### src/rtl/ctrl_pkg.sv
// ctrl_pkg: shared state, opcode and datapath-select encodings for the multicycle RV32I controller
package ctrl_pkg;

    typedef enum logic [3:0] {
        S_IDLE, S_FETCH, S_DECODE, S_MEMADR, S_MEMREAD, S_MEMWB, S_MEMWRITE, S_EXECR,
        S_EXECI, S_LUI, S_ALUWB, S_BRANCH, S_JAL, S_JALR, S_LINK, S_ILLEGAL
    } state_t;

    localparam logic [6:0] OP_LOAD   = 7'b0000011;
    localparam logic [6:0] OP_STORE  = 7'b0100011;
    localparam logic [6:0] OP_R      = 7'b0110011;
    localparam logic [6:0] OP_I      = 7'b0010011;
    localparam logic [6:0] OP_BRANCH = 7'b1100011;
    localparam logic [6:0] OP_JAL    = 7'b1101111;
    localparam logic [6:0] OP_JALR   = 7'b1100111;
    localparam logic [6:0] OP_LUI    = 7'b0110111;

    localparam logic [3:0] ALU_ADD  = 4'b0000;
    localparam logic [3:0] ALU_SUB  = 4'b1000;
    localparam logic [3:0] ALU_SLT  = 4'b0010;
    localparam logic [3:0] ALU_SLTU = 4'b0011;

    localparam logic [2:0] IMM_I = 3'b000;
    localparam logic [2:0] IMM_S = 3'b001;
    localparam logic [2:0] IMM_B = 3'b010;
    localparam logic [2:0] IMM_U = 3'b011;
    localparam logic [2:0] IMM_J = 3'b100;

    localparam logic [1:0] SRCA_PC    = 2'b00;
    localparam logic [1:0] SRCA_OLDPC = 2'b01;
    localparam logic [1:0] SRCA_RS1   = 2'b10;
    localparam logic [1:0] SRCA_ZERO  = 2'b11;

    localparam logic [1:0] SRCB_RS2  = 2'b00;
    localparam logic [1:0] SRCB_IMM  = 2'b01;
    localparam logic [1:0] SRCB_FOUR = 2'b10;

    localparam logic [1:0] RES_ALUOUT = 2'b00;
    localparam logic [1:0] RES_DATA   = 2'b01;
    localparam logic [1:0] RES_ALU    = 2'b10;

    // Opcode dispatch out of DECODE; unknown opcodes land in ILLEGAL
    function automatic state_t decode_next(input logic [6:0] op);
        case (op)
            OP_LOAD, OP_STORE: return S_MEMADR;
            OP_R:              return S_EXECR;
            OP_I:              return S_EXECI;
            OP_BRANCH:         return S_BRANCH;
            OP_JAL:            return S_JAL;
            OP_JALR:           return S_JALR;
            OP_LUI:            return S_LUI;
            default:           return S_ILLEGAL;
        endcase
    endfunction

endpackage

### src/rtl/branch_ctrl.sv
// branch_ctrl: maps branch funct3 and the ALU zero flag to the compare op and the take decision
module branch_ctrl
    import ctrl_pkg::*;
(
    input  logic [2:0] funct3,
    input  logic       zero,
    output logic [3:0] alu_ctrl,
    output logic       take
);

    // eq/ne compare by SUB; signed/unsigned less-than by SLT/SLTU, where zero means "not less".
    // funct3[0] inverts the sense; 010/011 are not branches and never take.
    always_comb begin
        alu_ctrl = !funct3[2] ? ALU_SUB : (funct3[1] ? ALU_SLTU : ALU_SLT);
        take     = (funct3[2:1] == 2'b01) ? 1'b0 : (zero ^ funct3[0] ^ funct3[2]);
    end

endmodule

### src/rtl/multicycle_ctrl.sv
// multicycle_ctrl: Moore sequencer for the multicycle RV32I datapath; ILLEGAL_TRAP_EN adds a sticky trap state and port
module multicycle_ctrl
    import ctrl_pkg::*;
(
    input  logic        clk,
    input  logic        rst,
    input  logic [31:0] instr,
    input  logic        Zero,
    input  logic        mem_ready,
    output logic        mem_req,
    output logic        MemWrite,
    output logic        AdrSrc,
    output logic        IRWrite,
    output logic        PCWrite,
    output logic        RegWrite,
    output logic [1:0]  ALUSrcA,
    output logic [1:0]  ALUSrcB,
    output logic [1:0]  ResultSrc,
    output logic [2:0]  ImmSrc,
    output logic [3:0]  ALUctrl,
`ifdef ILLEGAL_TRAP_EN
    output logic        trap,
`endif
    output logic        retire
);

    state_t     state_q, state_d;
    logic [6:0] op;
    logic [2:0] funct3;
    logic       f7b5;
    logic [3:0] br_alu;
    logic       br_take;
    logic       unused_bits;

    assign op          = instr[6:0];
    assign funct3      = instr[14:12];
    assign f7b5        = instr[30];
    assign unused_bits = ^{instr[31], instr[29:15], instr[11:7]};

    branch_ctrl u_branch (
        .funct3   (funct3),
        .zero     (Zero),
        .alu_ctrl (br_alu),
        .take     (br_take)
    );

    // State register; asynchronous reset so outputs drop the moment rst rises
    always_ff @(posedge clk or posedge rst) begin
        if (rst) state_q <= S_IDLE;
        else     state_q <= state_d;
    end

    // Next state and per-state datapath controls; anything not driven in a state stays 0
    always_comb begin
        state_d   = state_q;
        mem_req   = 1'b0;
        MemWrite  = 1'b0;
        AdrSrc    = 1'b0;
        IRWrite   = 1'b0;
        PCWrite   = 1'b0;
        RegWrite  = 1'b0;
        ALUSrcA   = SRCA_PC;
        ALUSrcB   = SRCB_RS2;
        ResultSrc = RES_ALUOUT;
        ImmSrc    = IMM_I;
        ALUctrl   = ALU_ADD;
        retire    = 1'b0;
`ifdef ILLEGAL_TRAP_EN
        trap      = 1'b0;
`endif
        case (state_q)
            S_IDLE: state_d = S_FETCH;
            S_FETCH: begin
                mem_req   = 1'b1;
                ALUSrcB   = SRCB_FOUR;
                ResultSrc = RES_ALU;
                IRWrite   = mem_ready;
                PCWrite   = mem_ready;
                state_d   = mem_ready ? S_DECODE : S_FETCH;
            end
            S_DECODE: begin
                ALUSrcA = SRCA_OLDPC;
                ALUSrcB = SRCB_IMM;
                ImmSrc  = (op == OP_JAL) ? IMM_J : IMM_B;
                state_d = decode_next(op);
            end
            S_MEMADR: begin
                ALUSrcA = SRCA_RS1;
                ALUSrcB = SRCB_IMM;
                ImmSrc  = (op == OP_STORE) ? IMM_S : IMM_I;
                state_d = (op == OP_STORE) ? S_MEMWRITE : S_MEMREAD;
            end
            S_MEMREAD: begin
                mem_req = 1'b1;
                AdrSrc  = 1'b1;
                state_d = mem_ready ? S_MEMWB : S_MEMREAD;
            end
            S_MEMWB: begin
                ResultSrc = RES_DATA;
                RegWrite  = 1'b1;
                retire    = 1'b1;
                state_d   = S_FETCH;
            end
            S_MEMWRITE: begin
                mem_req  = 1'b1;
                MemWrite = 1'b1;
                AdrSrc   = 1'b1;
                retire   = mem_ready;
                state_d  = mem_ready ? S_FETCH : S_MEMWRITE;
            end
            S_EXECR: begin
                ALUSrcA = SRCA_RS1;
                ALUctrl = {f7b5, funct3};
                state_d = S_ALUWB;
            end
            S_EXECI: begin
                ALUSrcA = SRCA_RS1;
                ALUSrcB = SRCB_IMM;
                ALUctrl = {(funct3 == 3'b101) & f7b5, funct3};
                state_d = S_ALUWB;
            end
            S_LUI: begin
                ALUSrcA = SRCA_ZERO;
                ALUSrcB = SRCB_IMM;
                ImmSrc  = IMM_U;
                state_d = S_ALUWB;
            end
            S_ALUWB: begin
                RegWrite = 1'b1;
                retire   = 1'b1;
                state_d  = S_FETCH;
            end
            S_BRANCH: begin
                ALUSrcA = SRCA_RS1;
                ALUctrl = br_alu;
                PCWrite = br_take;
                retire  = 1'b1;
                state_d = S_FETCH;
            end
            S_JAL: begin
                ALUSrcA = SRCA_OLDPC;
                ALUSrcB = SRCB_FOUR;
                PCWrite = 1'b1;
                state_d = S_ALUWB;
            end
            S_JALR: begin
                ALUSrcA   = SRCA_RS1;
                ALUSrcB   = SRCB_IMM;
                ResultSrc = RES_ALU;
                PCWrite   = 1'b1;
                state_d   = S_LINK;
            end
            S_LINK: begin
                ALUSrcA   = SRCA_OLDPC;
                ALUSrcB   = SRCB_FOUR;
                ResultSrc = RES_ALU;
                RegWrite  = 1'b1;
                retire    = 1'b1;
                state_d   = S_FETCH;
            end
            S_ILLEGAL: begin
`ifdef ILLEGAL_TRAP_EN
                trap    = 1'b1;
`else
                retire  = 1'b1;
                state_d = S_FETCH;
`endif
            end
            default: state_d = S_IDLE;
        endcase
    end

endmodule
### config.mk
export PLATFORM = sky130hd
export DESIGN_NAME = multicycle_ctrl
export DESIGN_NICKNAME = d
export VERILOG_FILES = /design/src/rtl/ctrl_pkg.sv /design/src/rtl/branch_ctrl.sv /design/src/rtl/multicycle_ctrl.sv
export SDC_FILE = /design/constraint.sdc
export NUM_CORES = 1
export LEC_CHECK = 0
export BUFFER_PORTS_ARGS = -buffer_cell sky130_fd_sc_hd__buf_2
export CAP_MARGIN = 5
export CORE_MARGIN = 2
export CORE_UTILIZATION = 30
export DETAILED_ROUTE_END_ITERATION = 7
export MAX_ROUTING_LAYER = met4
export PLACE_DENSITY = 0.66
export SYNTH_ARGS = -nofsm -noshare
export SYNTH_HDL_FRONTEND = slang
export SYNTH_HIERARCHICAL = 1
export SYNTH_SLANG_ARGS = --single-unit
### constraint.sdc
create_clock -name clk -period 2 [get_ports clk]
set_clock_uncertainty 0.05 [all_clocks]
set_input_delay 0.2 -clock clk [delete_from_list [all_inputs] [get_ports clk]]
set_output_delay 0.2 -clock clk [all_outputs]
set_load 0.01 [all_outputs]
==> metrics <==
first-pass GRT wire length roughly 3.6 mm; row cnt 18; FMAX 524 MHz; EDFF count, synth 0; placed inst area 973 um2; Initial Utilization 0.313; Crit Path Category flip-flop to primary output; Fillers 280; DP HPWL 1.73 mm; cells after synthesis about 120; # clock sinks 4; data arrival time of the worst path roughly 1.7 ns; endpoints failing hold 0; Die Wd 54.4 um; Mapped Avg Cell Area between 6 and 7 um2; worst reg2reg path startpoint state_q[2]$_DFF_PP0_; Total GRT Usage 0.168; ant diodes 0; Worst R2R End state_q[1]$_DFF_PP0_; clock-pin slew on the worst setup and hold paths roughly 0.040 ns; Pins Over Slew Limit 0; biggest regs state_q (4); register bit count reported by yosys 4; IO buf count 34; Biggest register state_q; setup TNS 0 ns; yosys warns 6; Final Setup Violations 0; # DRC 0; status finished clean; clock tree buffer depth 2; Max-Cap Viols 0; remaining antenna violation count 0; LEAKAGE around 0.00047 uW; later-pin clock latency in the skew report between 0.2 and 0.25 ns; Yosys cell types 37; post-synthesis async set-or-reset flop share 1.00; GPL Wtd Cong ~0.8; R2R cell count 4; Critical Path Sink Type primary output; hold path start instr[5]; critical path required time around 1.8 ns; CTS Root Cell clkbuf_4; DP Cell Count 180; Worst IR Drop VDD about 0.0005 V; area of the multi-input gates approximately 630 um2; unrepaired setup endpoints after global routing false; global route total overflow 0; WL final about 2.2 mm; Final period util 0.954; largest fanout on the critical path 7; TritonCTS buffer count 3; max reg flops 4; min-delay worst type input port to flip-flop; CTS tree built; Yosys top cell by area dfrtp_1; Synthesized Nets between 150 and 200; Top FF cell, synth dfrtp_1; H-tree depth 1; crit path time final 1.91 ns; area grow syn2layout 34.0%; core box area 0.00243 mm2; Total Nets Final 192; vias roughly 1000; first drt pass iteration count 4; top cells by count, synth nand2_1 (16), o21ai_0 (16), a21oi_1 (9), nor2_1 (9), nor2b_1 (8); P per Cell Area 1290 mW/mm2; largest net degree at the start of global routing 18; die area ~0.0030 mm2; Post-Layout Cell Count 184; share of cells above drive strength 1 0.357; top post-synthesis cells by area dfrtp_1 (13%), o21ai_0 (11%), nand2_1 (7.9%); sequential share of the synthesized area 0.131; antenna violations before repair 0; finished layout cell area around 0.001 mm2; startpoint types flip-flop; via density per instance between 5 and 6; Chip Height between 50 and 60 um; Wirelength per Cell between 10 and 15 um; Synth Cell Area between 700 and 800 um2; I/O pin total 56; r2r setup slk 0.30 ns; top cell type's share of synthesized area 0.131; Hold Path Sink state_q[2]$_DFF_PP0_; Post-CTS Setup Inserts 0; vias in the first global route 854; final core utilization 0.420; Fin Hold WS 0.238 ns; storage element area slightly above 100 um2; initial DRC count 18; Hold Path Stages 3
per-layer routing:
metal	up-vias	global-route usage	part of all wire
met5	-	-	0
met4	0	0.0417	0.0063
met3	2	0.0410	0.061
met2	29	0.271	0.48
met1	467	0.210	0.45
li1	501	-	-
worst max-delay path: stages (launching register included):
cell      delay, ns
dfrtp_2        0.44
nand2b_1       0.18
or4_4          0.49
a21boi_2       0.16
buf_2          0.14
cell usage in the layout (no fill, tap or decap), drive strengths merged, types with 2 or more instances in the layout:
cell     n
xor2     2
dfrtp    4
nor2     9
buf     39
o22ai    2
nand2   16
inv      3
nand3b   2
a32oi    2
nand3    3
clkbuf   3
or3      2
nand2b   7
nor2b    8
a21oi    9
nor3     5
or4      2
a22oi    3
o211ai   2
o21ai   16
worst max path at each step:
stage,start,endpoint,cells past startpoint
floorplan,state_q[0]$_DFF_PP0_,state_q[1]$_DFF_PP0_,5
global placement,instr[3],ImmSrc[0],5
detailed placement,instr[3],ImmSrc[0],5
CTS,state_q[3]$_DFF_PP0_,ALUctrl[3],6
global route,state_q[3]$_DFF_PP0_,ImmSrc[0],4
finish,state_q[3]$_DFF_PP0_,ImmSrc[0],4
what timing repair did:
item / 4_1_cts / 5_1_grt
hold endpoints to repair: 4 / 0
hold buffers: 1 / 0
resized for setup: 0 / 8
setup endpoints to repair: 0 / 7
power breakdown:
group / internal, uW / total, uW / switching (uW)
combinational: 437 / 1030 / 592
clock: 67.3 / 104 / 36.2
sequential: 124 / 179 / 55.5
total: 628 / 1310 / 684
per-stage QoR:
| step | setup WS, ns | power [uW] |
|---|---|---|
| 2_1_floorplan | 0.337 | 834 |
| 3_3_place_gp | 0.201 | 1170 |
| 3_5_place_dp | 0.184 | 1180 |
| 4_1_cts | 0.00445 | 1300 |
| 5_1_grt | 0.0302 | 1460 |
| 6_report | 0.0928 | 1310 |
logic make-up after synthesis:
| group | Yosys count | share of synthesized area |
|---|---|---|
| simple gates | 59 | 0.435 |
| buf+inv | 10 | 0.0591 |
| xor+xnor | 2 | 0.0230 |
| mux | 1 | 0.0148 |
| other cells | 1 | 0.00492 |
| compound gates | 41 | 0.332 |
| flops | 4 | 0.131 |
layout make-up:
cell class              count  share of cell area
repair buffers             40               0.213
inverters                   3              0.0110
multi-input cells         104               0.616
well taps                  30              0.0368
flip-flops and latches      4               0.100
clock buffers               3              0.0221
Note: power is estimated with default switching activity, not from simulation.
